## config.mk

```make
export PLATFORM = sky130hd
export DESIGN_NAME = valid_ready_pipe
export DESIGN_NICKNAME = d
export VERILOG_FILES = /design/src/rtl/valid_ready_pipe.sv
export SDC_FILE = /design/constraint.sdc
export NUM_CORES = 1
export LEC_CHECK = 0
export BUFFER_PORTS_ARGS = -buffer_cell sky130_fd_sc_hd__buf_2
export CAP_MARGIN = 20
export CORE_ASPECT_RATIO = 1.1
export CORE_MARGIN = 5
export CORE_UTILIZATION = 45
export CTS_CLUSTER_SIZE = 30
export DETAILED_ROUTE_END_ITERATION = 10
export PLACE_DENSITY = 0.67
export SYNTH_ARGS = -nofsm -noshare
export SYNTH_HDL_FRONTEND = slang
export SYNTH_SLANG_ARGS = --single-unit
```

## constraint.sdc

```tcl
create_clock -name clk -period 2.19 [get_ports clk]
set_clock_uncertainty 0.1 [all_clocks]
set_input_delay 0.1095 -clock clk [delete_from_list [all_inputs] [get_ports clk]]
set_output_delay 0.1095 -clock clk [all_outputs]
set_load 0.01 [all_outputs]
```

## src/rtl/valid_ready_pipe.sv

```systemverilog
// Valid/ready pipeline slice: STAGES register stages in series, each either a
// two-entry skid slice (SKID=1) or a one-entry forward slice (SKID=0).
module valid_ready_pipe #(
    parameter int WIDTH  = 8,
    parameter int STAGES = 2,
    parameter int SKID   = 1,
    parameter int CW     = $clog2(2*STAGES+1)
) (
    input  logic             clk,
    input  logic             reset,
    input  logic             flush,
    input  logic [WIDTH-1:0] down_data,
    input  logic             down_valid,
    output logic             down_ready,
    output logic [WIDTH-1:0] up_data,
    output logic             up_valid,
    input  logic             up_ready,
    output logic [CW-1:0]    occupancy
);

    // Skid slice states, encoded by (main_v, skid_v):
    // state | meaning
    // EMPTY | main=0 skid=0, nothing held
    // ONE   | main=1 skid=0, one entry presented downstream
    // FULL  | main=1 skid=1, input stalled until main drains

    logic [WIDTH-1:0] st_data [0:STAGES];
    logic [STAGES:0]  st_valid;
    logic [STAGES:0]  st_ready;
    logic [CW-1:0]    occ_q;
    logic             down_fire;
    logic             up_fire;

    assign st_valid[0]      = down_valid;
    assign st_data[0]       = down_data;
    assign st_ready[STAGES] = up_ready;

    for (genvar i = 0; i < STAGES; i++) begin : g_stage
        if (SKID != 0) begin : g_skid
            logic             main_v;
            logic             skid_v;
            logic [WIDTH-1:0] main_d;
            logic [WIDTH-1:0] skid_d;
            logic             in_fire;
            logic             out_fire;

            assign st_ready[i]   = ~skid_v;
            assign in_fire       = st_valid[i] & ~skid_v;
            assign out_fire      = main_v & st_ready[i+1];
            assign st_valid[i+1] = main_v;
            assign st_data[i+1]  = main_d;

            always_ff @(posedge clk) begin
                if (reset) begin
                    main_v <= 1'b0;
                    skid_v <= 1'b0;
                    main_d <= '0;
                    skid_d <= '0;
                end else if (flush) begin
                    main_v <= 1'b0;
                    skid_v <= 1'b0;
                end else if (skid_v) begin
                    if (out_fire) begin
                        main_d <= skid_d;
                        skid_v <= 1'b0;
                    end
                end else if (main_v) begin
                    if (in_fire && out_fire) begin
                        main_d <= st_data[i];
                    end else if (in_fire) begin
                        skid_d <= st_data[i];
                        skid_v <= 1'b1;
                    end else if (out_fire) begin
                        main_v <= 1'b0;
                    end
                end else if (in_fire) begin
                    main_v <= 1'b1;
                    main_d <= st_data[i];
                end
            end
        end else begin : g_fwd
            logic             v;
            logic [WIDTH-1:0] d;
            logic             in_fire;
            logic             out_fire;

            // Ready ripples combinationally from the consumer through every stage.
            assign st_ready[i]   = st_ready[i+1] | ~v;
            assign in_fire       = st_valid[i] & st_ready[i];
            assign out_fire      = v & st_ready[i+1];
            assign st_valid[i+1] = v;
            assign st_data[i+1]  = d;

            always_ff @(posedge clk) begin
                if (reset) begin
                    v <= 1'b0;
                    d <= '0;
                end else if (flush) begin
                    v <= 1'b0;
                end else if (in_fire) begin
                    v <= 1'b1;
                    d <= st_data[i];
                end else if (out_fire) begin
                    v <= 1'b0;
                end
            end
        end
    end

    assign down_ready = st_ready[0] & ~flush & ~reset;
    assign up_valid   = st_valid[STAGES] & ~flush & ~reset;
    assign up_data    = st_data[STAGES];
    assign down_fire  = down_valid & down_ready;
    assign up_fire    = up_valid & up_ready;
    assign occupancy  = occ_q;

    always_ff @(posedge clk) begin
        if (reset || flush) begin
            occ_q <= '0;
        end else if (down_fire && !up_fire) begin
            occ_q <= occ_q + CW'(1);
        end else if (up_fire && !down_fire) begin
            occ_q <= occ_q - CW'(1);
        end
    end

endmodule

```

==> flow_summary.json <==
{
  "fin_nets": 244,
  "path_class": "register to register",
  "synth_edf_count": 0,
  "end_kind": "register",
  "drt_iter0_drc": 81,
  "synth_fp_nets": 212,
  "syn_area_per_cell_um2": 10.1,
  "start_kind": "register",
  "synth_common_cells": "mux2i_1 (41), dfxtp_1 (39), nand2b_1 (34), nor2_1 (14), or2_1 (9)",
  "insertedDiodeCount": 0,
  "clk_pin_slew_ns": 0.07,
  "grt_pass1_vias": 1229,
  "io_pins": 26,
  "rsz0062_at_grt": "no",
  "drv_cap": 0,
  "ys_types": 27,
  "powerDensity_nw_per_um2": 563,
  "numCtsBuffers": 5,
  "reg2reg_depth": 8,
  "max_freq_mhz": 496,
  "clk-insertion-delay-late_ns": 0.28,
  "synth.most_common_cell": "mux2i_1",
  "timing_hold_violations_final": 0,
  "syn_inst": 197,
  "cts.sinks": 39,
  "grt_pass1_wl_um": 5510,
  "drtAntennaViolNets": 0,
  "netlist_area_um2": 1990,
  "whs_path_depth": 3,
  "fillers": 401,
  "dp_hpwl_um": 2230,
  "yosysSeqAreaShare": 0.393,
  "hold_path.class": "input pin to register",
  "setup_viol": 0,
  "ctsRootBufferMaster": "clkbuf_8",
  "timing.final.crit_share": 0.921,
  "fin_crit_ns": 2.02,
  "final_area_um2": 2310,
  "cp.arrival_ns": 2.12,
  "postPlaceCellArea_um2": 2140,
  "die-area_um2": 5850,
  "post-cts-setup-buffers": 0,
  "critPathBufInv": 1,
  "status": "finished clean",
  "synth_ff_type": "dfxtp_1",
  "overflow": 0,
  "synth_top_area_share": 0.393,
  "yosys_warnings": 0,
  "required_ns": 2.30,
  "worstPathMaxFanout": 3,
  "worst-path-stages": 8,
  "die-width_um": 73.4,
  "htree_levels": 2,
  "grt_start_max_net_pins": 57,
  "slowest_delay_ns": 0.38,
  "vias": 1301,
  "place_congestion": 0.671,
  "wl_per_cell_um": 11.1,
  "path_cells": "nand2b_1 > nor2_1 > ha_1 > inv_1 > fa_1 > xor2_1 > or3_1 > a21oi_1",
  "final_max_slew_viol_count": 0,
  "drive_above_1_share": 0.209,
  "die_h_um": 79.7,
  "p_leak_nw": 0.910,
  "antenna_found_initial": 0,
  "vdd_drop_max_mv": 0.437,
  "synthArstFlopShare": 0,
  "grt.total_usage": 0.119,
  "holdBufCountCts": 9,
  "yosysTopAreaCell": "dfxtp_1",
  "ys_seq_elements": 39,
  "coreArea_um2": 4290,
  "first_pass_iters": 4,
  "place.port_buffers": 25,
  "slew_headroom": 0.650,
  "syn_to_final_growth_pct": 16.5,
  "drt-total-wl_um": 3150,
  "cts_resized": 0,
  "crit_slowest_cell": "fa_1",
  "viasPerCell": 4.58,
  "start_util": 0.464,
  "netlist_top_cells_area": "dfxtp_1 (39%), mux2i_1 (21%), nand2b_1 (11%)",
  "tns_ns": 0,
  "drc": 0,
  "path_delay_family": "simple AND/OR/NAND/NOR gates",
  "cts_tree": "yes",
  "worst_slew_pin_slew_ns": 0.523,
  "row_count": 25,
  "cts_buffer_depth": 2
}
tightest hold or removal path, delay by kind of cell:
family                 cells  cell delay, ns
and+or+nand+nor            1            0.11
AOI/OAI and AO/OA          1            0.06
buffers and inverters      1            0.11
report_power, final:
group          internal (W)  switching, W  total [W]
logic             0.0000643     0.0000566   0.000121
registers          0.000721    0.00000798   0.000728
clock network      0.000222      0.000230   0.000453
registers in the layout, indices dropped and copies added, names as in the netlist:
signal,cells
g_stage.g_skid.main_v,2
occupancy,3
g_stage.g_skid.main_d,8
g_stage.g_skid.skid_d,16
up_data,8
g_stage.g_skid.skid_v,2
worst paths after layout:
check                                      startpoint                                       end  slack [ns]
min reg2reg  g_stage[0].g_skid.skid_d[3]$_SDFFE_PP0P_  g_stage[0].g_skid.skid_d[3]$_SDFFE_PP0P_        0.37
min                                        down_valid       g_stage[0].g_skid.skid_v$_SDFF_PP0_        0.06
max               g_stage[0].g_skid.skid_v$_SDFF_PP0_                 occupancy[2]$_SDFFE_PP0P_        0.17
max reg2reg       g_stage[0].g_skid.skid_v$_SDFF_PP0_                 occupancy[2]$_SDFFE_PP0P_        0.17
per-layer routing:
metal  part of all wire  GRT usage  vias up
li1                   -          -      718
met1               0.52      0.160      561
met2               0.43      0.183       18
met3              0.038     0.0277        4
met4              0.012     0.0489        0
met5                  0          0        -
stage by stage:
stage | util | hold slack [ns] | power, W | cells | setup slack (ns)
after floorplan | - | 0.110 | 0.000825 | 197 | 0.145
after global placement | 0.499 | 0.244 | 0.000854 | 267 | 0.180
after detailed placement | 0.499 | 0.255 | 0.000856 | 267 | 0.128
after CTS | 0.540 | 0.0547 | 0.00133 | 284 | 0.157
after global routing | 0.540 | 0.0880 | 0.00137 | 284 | 0.0408
final | 0.540 | 0.0569 | 0.00130 | 284 | 0.173
area by class of cell:
cell class | instances | area [µm²] | share of cell area
clock inverter | 2 | 12.5 | 0.00541
tap | 54 | 67.6 | 0.0292
timing repair buffer | 38 | 245 | 0.106
multi-input combinational | 140 | 1120 | 0.483
sequential | 39 | 781 | 0.337
inverter | 5 | 18.8 | 0.00811
clock buffer | 6 | 72.6 | 0.0314
logic make-up after synthesis:
kind of cell,synth area share
adder cells (fa/ha/maj),0.0164
multiplexers,0.267
flip-flops,0.393
XOR/XNOR,0.00882
AO/OA/AOI/OAI,0.0390
AND/OR/NAND/NOR,0.231
buffers and inverters,0.0447
cells in the final DEF, fill, tap and decap left out, types with 3 or more instances in the layout:
cell type | Yosys | layout
a21oi_1 | 5 | 5
buf_2 | 5 | 25
buf_4 | 0 | 4
clkbuf_8 | 0 | 5
dfxtp_1 | 39 | 39
dlygate4sd3_1 | 0 | 9
inv_1 | 5 | 5
mux2_4 | 8 | 8
mux2i_1 | 41 | 41
nand2b_1 | 34 | 34
nor2_1 | 14 | 14
nor2b_1 | 8 | 8
o21ai_0 | 3 | 3
or2_1 | 9 | 9
No activity file was read; power rests on OpenSTA's default activity.
